File: src/rtl/cu_pkg.sv
// Shared encodings for the fetch/decode/sequence controller.
// Opcodes, ALU function selects, FSM states and control-word bundle.
package cu_pkg;

    localparam logic [5:0] OP_NOP   = 6'h00;
    localparam logic [5:0] OP_ADD   = 6'h01;
    localparam logic [5:0] OP_SUB   = 6'h02;
    localparam logic [5:0] OP_AND   = 6'h03;
    localparam logic [5:0] OP_ORR   = 6'h04;
    localparam logic [5:0] OP_ADDI  = 6'h05;
    localparam logic [5:0] OP_SUBI  = 6'h06;
    localparam logic [5:0] OP_MOVI  = 6'h07;
    localparam logic [5:0] OP_B     = 6'h08;
    localparam logic [5:0] OP_CBZ   = 6'h09;
    localparam logic [5:0] OP_BCOND = 6'h0A;
    localparam logic [5:0] OP_HALT  = 6'h3F;

    localparam logic [4:0] FS_AND = 5'b00000;
    localparam logic [4:0] FS_ORR = 5'b00100;
    localparam logic [4:0] FS_ADD = 5'b01000;
    localparam logic [4:0] FS_SUB = 5'b01001;

    localparam logic [1:0] COND_EQ = 2'd0;
    localparam logic [1:0] COND_NE = 2'd1;
    localparam logic [1:0] COND_LT = 2'd2;
    localparam logic [1:0] COND_GE = 2'd3;

    localparam logic [4:0] ZR = 5'd31;

    typedef enum logic [2:0] {
        S_FETCH,
        S_DECODE,
        S_EXECUTE,
        S_PCUPD,
        S_HALT
    } state_t;

    typedef enum logic [1:0] {
        BR_NONE,
        BR_UNCOND,
        BR_CBZ,
        BR_COND
    } br_t;

    typedef struct packed {
        logic [4:0] sa;
        logic [4:0] sb;
        logic [4:0] da;
        logic [4:0] fs;
        logic       w;
        logic       en_b;
        logic       en_alu;
        logic       c_in;
        logic       b_sel;
    } ctrl_t;

    function automatic ctrl_t ctrl_idle();
        ctrl_t c;
        c.sa     = ZR;
        c.sb     = ZR;
        c.da     = ZR;
        c.fs     = FS_ADD;
        c.w      = 1'b0;
        c.en_b   = 1'b0;
        c.en_alu = 1'b0;
        c.c_in   = 1'b0;
        c.b_sel  = 1'b0;
        return c;
    endfunction

    // flags are {V,C,N,Z}
    function automatic logic cond_met(logic [1:0] cond, logic [3:0] f);
        logic r;
        r = 1'b0;
        unique case (cond)
            COND_EQ: r = f[0];
            COND_NE: r = ~f[0];
            COND_LT: r = f[1] ^ f[3];
            COND_GE: r = ~(f[1] ^ f[3]);
        endcase
        return r;
    endfunction

endpackage

File: src/rtl/cu_decode.sv
// Combinational instruction-register to control-word mapping.
// Also classifies branches, halts and undefined opcodes.
module cu_decode
    import cu_pkg::*;
#(
    parameter int DATA_W  = 64,
    parameter int INSTR_W = 32
) (
    input  logic [INSTR_W-1:0] i_ir,
    output ctrl_t              o_ctrl,
    output logic [DATA_W-1:0]  o_k,
    output logic               o_legal,
    output logic               o_halt,
    output logic               o_set_flags,
    output br_t                o_br
);

    logic [5:0]        w_op;
    logic [4:0]        w_rd;
    logic [4:0]        w_rn;
    logic [4:0]        w_rm;
    logic [DATA_W-1:0] w_sext;

    assign w_op   = i_ir[31:26];
    assign w_rd   = i_ir[25:21];
    assign w_rn   = i_ir[20:16];
    assign w_rm   = i_ir[15:11];
    assign w_sext = {{(DATA_W-16){i_ir[15]}}, i_ir[15:0]};

    always_comb begin
        o_ctrl      = ctrl_idle();
        o_k         = '0;
        o_legal     = 1'b1;
        o_halt      = 1'b0;
        o_set_flags = 1'b0;
        o_br        = BR_NONE;
        case (w_op)
            OP_NOP: ;
            OP_ADD, OP_SUB, OP_AND, OP_ORR: begin
                o_ctrl.sa     = w_rn;
                o_ctrl.sb     = w_rm;
                o_ctrl.da     = w_rd;
                o_ctrl.w      = 1'b1;
                o_ctrl.en_alu = 1'b1;
                unique case (1'b1)
                    w_op == OP_SUB: o_ctrl.fs = FS_SUB;
                    w_op == OP_AND: o_ctrl.fs = FS_AND;
                    w_op == OP_ORR: o_ctrl.fs = FS_ORR;
                    default:        o_ctrl.fs = FS_ADD;
                endcase
                o_ctrl.c_in = (w_op == OP_SUB);
                o_set_flags = (w_op == OP_SUB);
            end
            OP_ADDI, OP_SUBI, OP_MOVI: begin
                // MOVI is ZR + K through the adder
                o_ctrl.sa     = (w_op == OP_MOVI) ? ZR : w_rn;
                o_ctrl.da     = w_rd;
                o_ctrl.fs     = (w_op == OP_SUBI) ? FS_SUB : FS_ADD;
                o_ctrl.c_in   = (w_op == OP_SUBI);
                o_ctrl.b_sel  = 1'b1;
                o_ctrl.w      = 1'b1;
                o_ctrl.en_alu = 1'b1;
                o_k           = w_sext;
                o_set_flags   = (w_op == OP_SUBI);
            end
            OP_B:     o_br = BR_UNCOND;
            OP_CBZ: begin
                o_ctrl.sa = w_rd;
                o_ctrl.sb = ZR;
                o_br      = BR_CBZ;
            end
            OP_BCOND: o_br = BR_COND;
            OP_HALT:  o_halt = 1'b1;
            default:  o_legal = 1'b0;
        endcase
    end

endmodule

File: src/rtl/control_unit.sv
// Multi-cycle fetch/decode/sequence controller driving the Datapath.
// Holds PC, IR and latched status flags; one instruction per 4 cycles.
module control_unit
    import cu_pkg::*;
#(
    parameter int                DATA_W   = 64,
    parameter int                INSTR_W  = 32,
    parameter logic [DATA_W-1:0] RESET_PC = '0
) (
    input  logic               clock,
    input  logic               reset,
    input  logic [INSTR_W-1:0] instr_data,
    input  logic               instr_ack,
    input  logic [3:0]         status,
    output logic               instr_req,
    output logic [DATA_W-1:0]  instr_addr,
    output logic [4:0]         SA,
    output logic [4:0]         SB,
    output logic [4:0]         DA,
    output logic [4:0]         FS,
    output logic               W,
    output logic               EN_B,
    output logic               EN_ALU,
    output logic               C_in,
    output logic               B_SEL,
    output logic [DATA_W-1:0]  K,
    output logic               halted,
    output logic               illegal
);

    state_t             r_state;
    logic [DATA_W-1:0]  r_pc;
    logic [INSTR_W-1:0] r_ir;
    logic               r_req;
    logic               r_halted;
    logic               r_illegal;
    logic [3:0]         r_flags;
    logic               r_taken;
    ctrl_t              r_ctrl;
    logic [DATA_W-1:0]  r_k;

    ctrl_t              w_ctrl;
    logic [DATA_W-1:0]  w_k;
    logic               w_legal;
    logic               w_halt;
    logic               w_set_flags;
    br_t                w_br;
    logic               w_taken;
    logic [DATA_W-1:0]  w_offset;

    cu_decode #(
        .DATA_W  (DATA_W),
        .INSTR_W (INSTR_W)
    ) u_dec (
        .i_ir        (r_ir),
        .o_ctrl      (w_ctrl),
        .o_k         (w_k),
        .o_legal     (w_legal),
        .o_halt      (w_halt),
        .o_set_flags (w_set_flags),
        .o_br        (w_br)
    );

    // CBZ looks at live status; BCOND at flags latched by an earlier SUB/SUBI
    always_comb begin
        w_taken = 1'b0;
        unique case (w_br)
            BR_NONE:   w_taken = 1'b0;
            BR_UNCOND: w_taken = 1'b1;
            BR_CBZ:    w_taken = status[0];
            BR_COND:   w_taken = cond_met(r_ir[22:21], r_flags);
        endcase
    end

    assign w_offset = {{(DATA_W-18){r_ir[15]}}, r_ir[15:0], 2'b00};

    always_ff @(posedge clock or negedge reset) begin
        if (!reset) begin
            r_state   <= S_FETCH;
            r_pc      <= RESET_PC;
            r_ir      <= '0;
            r_req     <= 1'b0;
            r_halted  <= 1'b0;
            r_illegal <= 1'b0;
            r_flags   <= '0;
            r_taken   <= 1'b0;
            r_ctrl    <= ctrl_idle();
            r_k       <= '0;
        end else begin
            unique case (r_state)
                S_FETCH: begin
                    if (!r_req) begin
                        r_req <= 1'b1;
                    end else if (instr_ack) begin
                        r_ir    <= instr_data;
                        r_req   <= 1'b0;
                        r_state <= S_DECODE;
                    end
                end
                S_DECODE: begin
                    r_ctrl  <= w_ctrl;
                    r_k     <= w_k;
                    r_state <= S_EXECUTE;
                end
                S_EXECUTE: begin
                    r_ctrl <= ctrl_idle();
                    r_k    <= '0;
                    if (!w_legal || w_halt) begin
                        r_halted  <= 1'b1;
                        r_illegal <= ~w_legal;
                        r_state   <= S_HALT;
                    end else begin
                        if (w_set_flags) r_flags <= status;
                        r_taken <= w_taken;
                        r_state <= S_PCUPD;
                    end
                end
                S_PCUPD: begin
                    r_pc    <= r_taken ? r_pc + w_offset
                                       : r_pc + DATA_W'(4);
                    r_req   <= 1'b1;
                    r_state <= S_FETCH;
                end
                S_HALT: r_state <= S_HALT;
            endcase
        end
    end

    assign instr_req  = r_req;
    assign instr_addr = r_pc;
    assign SA         = r_ctrl.sa;
    assign SB         = r_ctrl.sb;
    assign DA         = r_ctrl.da;
    assign FS         = r_ctrl.fs;
    assign W          = r_ctrl.w;
    assign EN_B       = r_ctrl.en_b;
    assign EN_ALU     = r_ctrl.en_alu;
    assign C_in       = r_ctrl.c_in;
    assign B_SEL      = r_ctrl.b_sel;
    assign K          = r_k;
    assign halted     = r_halted;
    assign illegal    = r_illegal;

endmodule

File: config.mk
export PLATFORM = sky130hd
export DESIGN_NAME = control_unit
export DESIGN_NICKNAME = d
export VERILOG_FILES = /design/src/rtl/cu_pkg.sv /design/src/rtl/cu_decode.sv /design/src/rtl/control_unit.sv
export SDC_FILE = /design/constraint.sdc
export NUM_CORES = 1
export LEC_CHECK = 0
export ABC_AREA = 1
export CAP_MARGIN = 0
export CELL_PAD_IN_SITES_DETAIL_PLACEMENT = 1
export CELL_PAD_IN_SITES_GLOBAL_PLACEMENT = 2
export CORE_MARGIN = 3
export CORE_UTILIZATION = 31
export CTS_BUF_LIST = sky130_fd_sc_hd__clkbuf_4
export CTS_CLUSTER_SIZE = 24
export DETAILED_ROUTE_END_ITERATION = 16
export MAX_ROUTING_LAYER = met4
export PLACE_DENSITY = 0.85
export SYNTH_ARGS = -nofsm -noshare
export SYNTH_HDL_FRONTEND = slang
export SYNTH_HIERARCHICAL = 1
export SYNTH_SLANG_ARGS = --single-unit
File: constraint.sdc
create_clock -name clock -period 3.9 [get_ports clock]
set_input_delay 0.78 -clock clock [delete_from_list [all_inputs] [get_ports clock]]
set_output_delay 0.78 -clock clock [all_outputs]
set_load 0.02 [all_outputs]
# Word-level counts from Yosys, hierarchy flattened
# Cells that the tools add are included.
[word_totals] input_bits=39 n_memories=0 output_inout_bits=156 mem_bits_rw=0 rom_bits=0 latch_bits=0 ff_bits=196 wordCells=89
[op_classes] div_mod_pow=0 muxes=25 reduce_logical=16 n_addsub=2 n_mul=0 n_bitwise=5 eq_ne=23 shifts=0 magnitude_cmp=0
[op_table] cell="$mux W64" count=2
[op_table] cell="$pmux W64 S2" count=1
[op_table] cell="$add A64 B3 Y64 const B" count=1
[op_table] cell="$add A64 B64 Y64" count=1
[op_table] cell="$pmux W25 S2" count=1
[op_table] cell="$eq A6 B3 Y1 const B" count=4
[op_table] cell="$pmux W11 S2" count=1
[op_table] cell="$eq A6 B4 Y1 const B" count=3
[op_table] cell="$pmux W3 S5" count=1
[op_table] cell="$pmux W5 S3" count=1
[op_table] cell="$eq A6 B2 Y1 const B" count=2
[op_table] cell="$pmux W4 S3" count=1
[op_table] cell="$reduce_or A12 Y1" count=1
[op_table] cell="$mux W5" count=2
[op_table] cell="$mux W3" count=3
[op_table] cell="$eq A2 B2 Y1 const B" count=4
[op_table] cell="$pmux W1 S4" count=2
[op_table] cell="$eq A3 B2 Y1 const B" count=2
[op_table] cell="$eq A6 B1 Y1 const B" count=1
[op_table] cell="$eq A6 B6 Y1 const B" count=1
[op_table] cell="$logic_not A6 Y1" count=1
[op_table] cell="$mux W1" count=6
[op_table] cell="$pmux W2 S3" count=1
[op_table] cell="$reduce_and A2 Y1" count=3
[op_table] cell="16 further kinds" count=25

# Logic depth before layout (Yosys ltp)
[logic_depth] ltp_word=7 depth_mapped=22 depth_no_buf=19

# Hierarchy
# The synthesis kept the hierarchy.
[modules_own_cells] mod="control_unit" area_per_inst_um2=12851.1 seq_area_each_um2=4849.7 instances=1 cells_each=1966
[modules_own_cells] mod="cu_decode" area_per_inst_um2=1021.0 seq_area_each_um2=0.0 instances=1 cells_each=186

# Worst setup path before layout
# Ideal clock, no wire load.
[synth_path] path_type="register -> register" start="register r_ir[31]" end="register r_k[58] (netlist: K[58])" n_path_buf=2 synth_period_minus_slack_ns=2.832 required_ns=3.834 slack_ns=1.068 stages_incl_launch_ff=8 t_arrival_ns=2.767 setup_time_ns=0.066 path_cell_list="dfrtp_1 nor2_2 buf_6 nand3_4 nor2_1 buf_4 nand3_1 nand2_1"
[synth_between] elab_chain_len=4 elab_cells_between_ends=6 classes_between="eq/ne (3); mux (2); reduce/logical (1)"
[synth_rtl] item="start, declared" line="control_unit.sv:33" text="logic [INSTR_W-1:0] r_ir;"
[synth_rtl] item="start signal, assigned" line="control_unit.sv:95" text="r_ir <= instr_data;"
[synth_rtl] item="$eq A6 B3 Y1" line="cu_decode.sv:37" text="case (w_op)"
[synth_rtl] item="$reduce_or A3 Y1 *" line="cu_decode.sv:37"
[synth_rtl] item="$mux W64 *" line="cu_decode.sv:37"
[synth_rtl] item="net w_k[58]" line="control_unit.sv:43" text="logic [DATA_W-1:0] w_k;"
[synth_rtl] item="$pmux W64 S2 *" line="control_unit.sv:90" text="unique case (r_state)"
[synth_rtl] item="end signal, assigned" line="control_unit.sv:102" text="r_k <= w_k;"
[synth_rtl] item="end, declared" line="control_unit.sv:40" text="logic [DATA_W-1:0] r_k;"
# Mark *: on every way through the listed nets, which the timed path passes. The rest lies on a longest branch.
# A chain may end at the register's enable or synchronous reset.

# Final worst setup path
[layout_path] start="register r_taken" end="register r_pc[61] (netlist: instr_addr[61])"
[layout_between] elab_chain_len=1
[layout_rtl] item="start, declared" line="control_unit.sv:38" text="logic r_taken;"
[layout_rtl] item="start signal, assigned" line="control_unit.sv:114" text="r_taken <= w_taken;"
[layout_rtl] item="$mux W64" line="control_unit.sv:119" text="r_pc <= r_taken ? r_pc + w_offset"
[layout_rtl] item="end signal, assigned" line="control_unit.sv:119"
[layout_rtl] item="end, declared" line="control_unit.sv:32" text="logic [DATA_W-1:0] r_pc;"
# Every way passes these cells.

==> key figures <==
Status
  • Status: finished, final reports clean

GRT
  • Total congestion overflow after global routing: 0
  • Maximum number of pins on one net before global-route repair: 94
  • Global router's overall resource usage: about 22%
  • Antenna violations before repair: 7
  • Vias in the first global route: 14,621
  • Wire length of the first global-routing pass: between 80,000 and 90,000 um

Clocking
  • Number of buffers inserted by hold repair at cts: 0
  • CTS H-Tree Depth: 4
  • Clock slew seen by the registers of the worst setup and hold paths: around 0.21 ns
  • Clock tree sinks: ~190
  • Gates resized, CTS repair: 0
  • Maximum buffer depth of the clock tree: 2
  • Total clock buffers created by CTS: 17
  • Later-pin clock latency in the skew report: 0.75 ns
  • Clock tree from TritonCTS: built
  • CTS root buf: sky130_fd_sc_hd__clkbuf_4
  • Post-CTS setup-driven buffer insertion count: 0

Setup path
  • Maximum single-stage delay on the critical path: between 0.6 and 0.7 ns
  • Type of the setup path with the least slack: reg -> reg
  • Worst r2r dst: instr_addr[61]
  • Critical Path, Cell by Cell: nand2_4 > inv_2 > nand2_1 > nand2_1 > nand2_1 > inv_1 > nand2_1 > nor2_1 > nand2_1 > nor2_1 > nand2_1 > nand2_1 > nand2_1 > nand3_1 > nand2_1
  • Nature of the critical path startpoint: flop
  • Crit-path most repeated cell: sky130_fd_sc_hd__nand2_1
  • Largest fanout on the critical path: 30
  • CP max stage cell: sky130_fd_sc_hd__dfrtp_2
  • Number of cells traversed by the worst register-to-register path: 15
  • Required time of the worst setup path: 4.52 ns
  • Crit path DAT: ~3.8 ns
  • Setup slack of the worst register-to-register path: between 0.7 and 0.8 ns
  • Launch point of the worst reg-to-reg path: r_taken
  • Endpoint class of the critical path: flop

Placement
  • Post-detailed-placement half-perimeter wirelength: roughly 39,000 um
  • Final GP Congestion: ~0.93
  • Placed standard-cell area: between 15,000 and 20,000 um^2
  • Number of port buffers: approximately 190

Yosys
  • Area of the mapped netlist: 13,900 um^2
  • Synthesis Warnings: 6
  • Most common cell in the synthesized netlist: sky130_fd_sc_hd__nand2_1
  • Synthesized area per cell: 6.45 um^2
  • Async S/R FF share, synth: between 90% and 100%
  • Register bit total from synthesis: between 150 and 200
  • Synth area leaders: sky130_fd_sc_hd__dfrtp_1 32%, sky130_fd_sc_hd__nand2_1 23%, sky130_fd_sc_hd__nand3_1 8.6%
  • Ys flop type: sky130_fd_sc_hd__dfrtp_1
  • Seq/Total Area, Yosys: between 30% and 40%
  • Post-Synthesis Cells: around 2,200
  • Number of flops mapped to enable cells by yosys: 0
  • Yosys cell types: 41
  • Dominant cell type by area after synthesis: sky130_fd_sc_hd__dfrtp_1
  • Most frequent cells after synthesis: 854 x sky130_fd_sc_hd__nand2_1, 293 x sky130_fd_sc_hd__inv_1, 237 x sky130_fd_sc_hd__nand3_1
  • Yosys top cell area share: around a third

Cells and area
  • Share of final-layout standard cells stronger than drive strength 1: between 7 and 8%
  • Final design utilization: between 30% and 40%
  • Fill cells: around 5,700
  • Total non-filler cell area in the finished layout: ~16,000 um^2
  • Layout Area Growth over Synthesis: 17.5%
  • NumNets Final: roughly 2,300

Die
  • Area of the core region: 43,600 um^2
  • Die width: 218 um
  • Std cell rows: 76
  • Initial standard-cell utilization of the core: a little under a third
  • Die H: approximately 220 um
  • Boundary pin count: approximately 200
  • Floorplan die area: 47,300 um^2

Run
  • Count of max-cap constraint violations: 0

Route
  • Post-DRT Antenna Nets: 0
  • DRC violation total after the first TritonRoute iteration: about 740
  • DRC violations left: 0
  • Avg Vias per Cell: about 4.8
  • Routed Wire Length: roughly 50,000 um
  • Detailed-router iteration count before antenna repair: 5
  • Routed wire length per instance: roughly 18 um
  • Count of vias placed by the detailed router: ~14,000

STA
  • Setup repair after global routing missed its margin: false
  • Max Clock Freq: roughly 320 MHz
  • Final worst path period share: about four fifths
  • Sum Neg Setup Slack: 0 ns
  • Worst clock skew on the final layout: around 0.046 ns
  • Number of pins exceeding their max-slew limit in the final report: 0
  • Number of setup violations in the final report: 0
  • Transition time of the tightest slew-check pin: roughly 1.2 ns
  • Hold Worst Slack: 0.0960 ns
  • Number of hold-slack violations in the final timing report: 0
  • Worst slew margin: 21.1%
  • Min cycle time layout: approximately 3.2 ns

Min path
  • Hold Path Class: in -> async

Power
  • Leakage power figure: 8.74 nW
  • Maximum vdd ir drop: approximately 0.00037 V
  • Pwr Density: about 600 nW/um^2
[power breakdown]
part / switching [W] / total, W / internal [W]
combinational: 0.00346 / 0.00533 / 0.00187
clock: 0.000869 / 0.00122 / 0.000355
sequential: 0.000620 / 0.00329 / 0.00267
[metal layers]
metal  routed length (um)  vias to the layer above  global-route usage, %
met4                 1430                        0                   7.48
met2                23400                      300                   35.1
li1                     -                     6814                      -
met3                 2830                       72                   5.66
met5                    0                        -                      -
met1                22800                     6641                   28.0
[worst max path at each step]
stage,start,end,slack (ns),cells after the start
floorplan,r_ir[31],K[58],1.07,7
global placement,r_taken,instr_addr[52],0.85,15
finish,r_taken,instr_addr[61],0.73,15
global route,r_taken,instr_addr[61],0.42,15
detailed placement,r_taken,instr_addr[42],0.74,19
CTS,r_taken,instr_addr[58],0.70,19
[flip-flops by register name (all words and copies together) (netlist names)]
name        cells
B_SEL           1
r_flags         3
EN_ALU          1
r_taken         1
W               1
SB              5
C_in            1
SA              5
FS              5
DA              5
EN_B            1
illegal         1
instr_addr     62
r_ir           32
r_state         3
K              64
halted          1
instr_req       1
[worst max-delay path, delay by kind of cell, from the launching register on]
family	cells	cell delay, ns
buffers and inverters	2	0.65
DFF	1	0.62
and+or+nand+nor	13	1.72
[cells by family (layout without fill, tap and decap cells)]
family                   count (synthesis)  after routing  share of synthesized area [%]
buffers and inverters                  430            550                           13.8
other                                    2             15                         0.0541
AO/OA/AOI/OAI                          134            134                           5.29
multiplexers                            35             35                           2.84
flip-flops                             193            193                           35.0
adder cells (fa/ha/maj)                 16             16                           1.50
AND/OR/NAND/NOR                       1309           1309                           39.5
XOR/XNOR                                33             33                           2.08
[final cells by class]
type	count	area, um^2	area share [%]
antenna	10	25.0	0.153
clock buffer	18	135	0.829
multi-input combinational	1532	7140	43.8
timing repair buffer	208	2090	12.8
tap	585	732	4.49
sequential	193	4850	29.7
inverter	310	1160	7.14
clock inverter	14	161	0.990
[layout by cell type, fill, tap and decap left out, types with 3 or more instances in the layout]
cell	n
sky130_fd_sc_hd__nand3_1	236
sky130_fd_sc_hd__dfrtp_1	176
sky130_fd_sc_hd__clkbuf_4	18
sky130_fd_sc_hd__nor2_2	19
sky130_fd_sc_hd__nor3_1	7
sky130_fd_sc_hd__or2_2	5
sky130_fd_sc_hd__nor2_1	135
sky130_fd_sc_hd__a31oi_1	3
sky130_fd_sc_hd__inv_6	4
sky130_fd_sc_hd__inv_2	16
sky130_fd_sc_hd__o21ai_0	59
sky130_fd_sc_hd__nand3b_1	3
sky130_fd_sc_hd__xor2_1	20
sky130_fd_sc_hd__nor2_4	7
sky130_fd_sc_hd__mux2_2	35
sky130_fd_sc_hd__a21oi_1	47
sky130_fd_sc_hd__nand2_1	853
sky130_fd_sc_hd__ha_1	15
sky130_fd_sc_hd__nand2_2	15
sky130_fd_sc_hd__dfstp_2	16
sky130_fd_sc_hd__inv_1	291
sky130_fd_sc_hd__xnor2_1	13
sky130_fd_sc_hd__diode_2	10
sky130_fd_sc_hd__buf_4	13
sky130_fd_sc_hd__clkdlybuf4s50_1	190
sky130_fd_sc_hd__conb_1	5
sky130_fd_sc_hd__a41oi_1	10
sky130_fd_sc_hd__o21ai_1	6
sky130_fd_sc_hd__nand4_1	19
sky130_fd_sc_hd__inv_8	3
sky130_fd_sc_hd__o21bai_1	6
sky130_fd_sc_hd__buf_12	4
[metrics by stage]
stage | total power, W | setup slack (ns) | cells
after global placement | 0.00853 | 0.852 | 2828
after detailed placement | 0.00868 | 0.745 | 2828
after floorplan | 0.00665 | 1.07 | 2155
final | 0.00984 | 0.729 | 2870
after global routing | 0.0107 | 0.421 | 2870
after CTS | 0.00997 | 0.699 | 2860
Power figures use the tool's default switching activity.
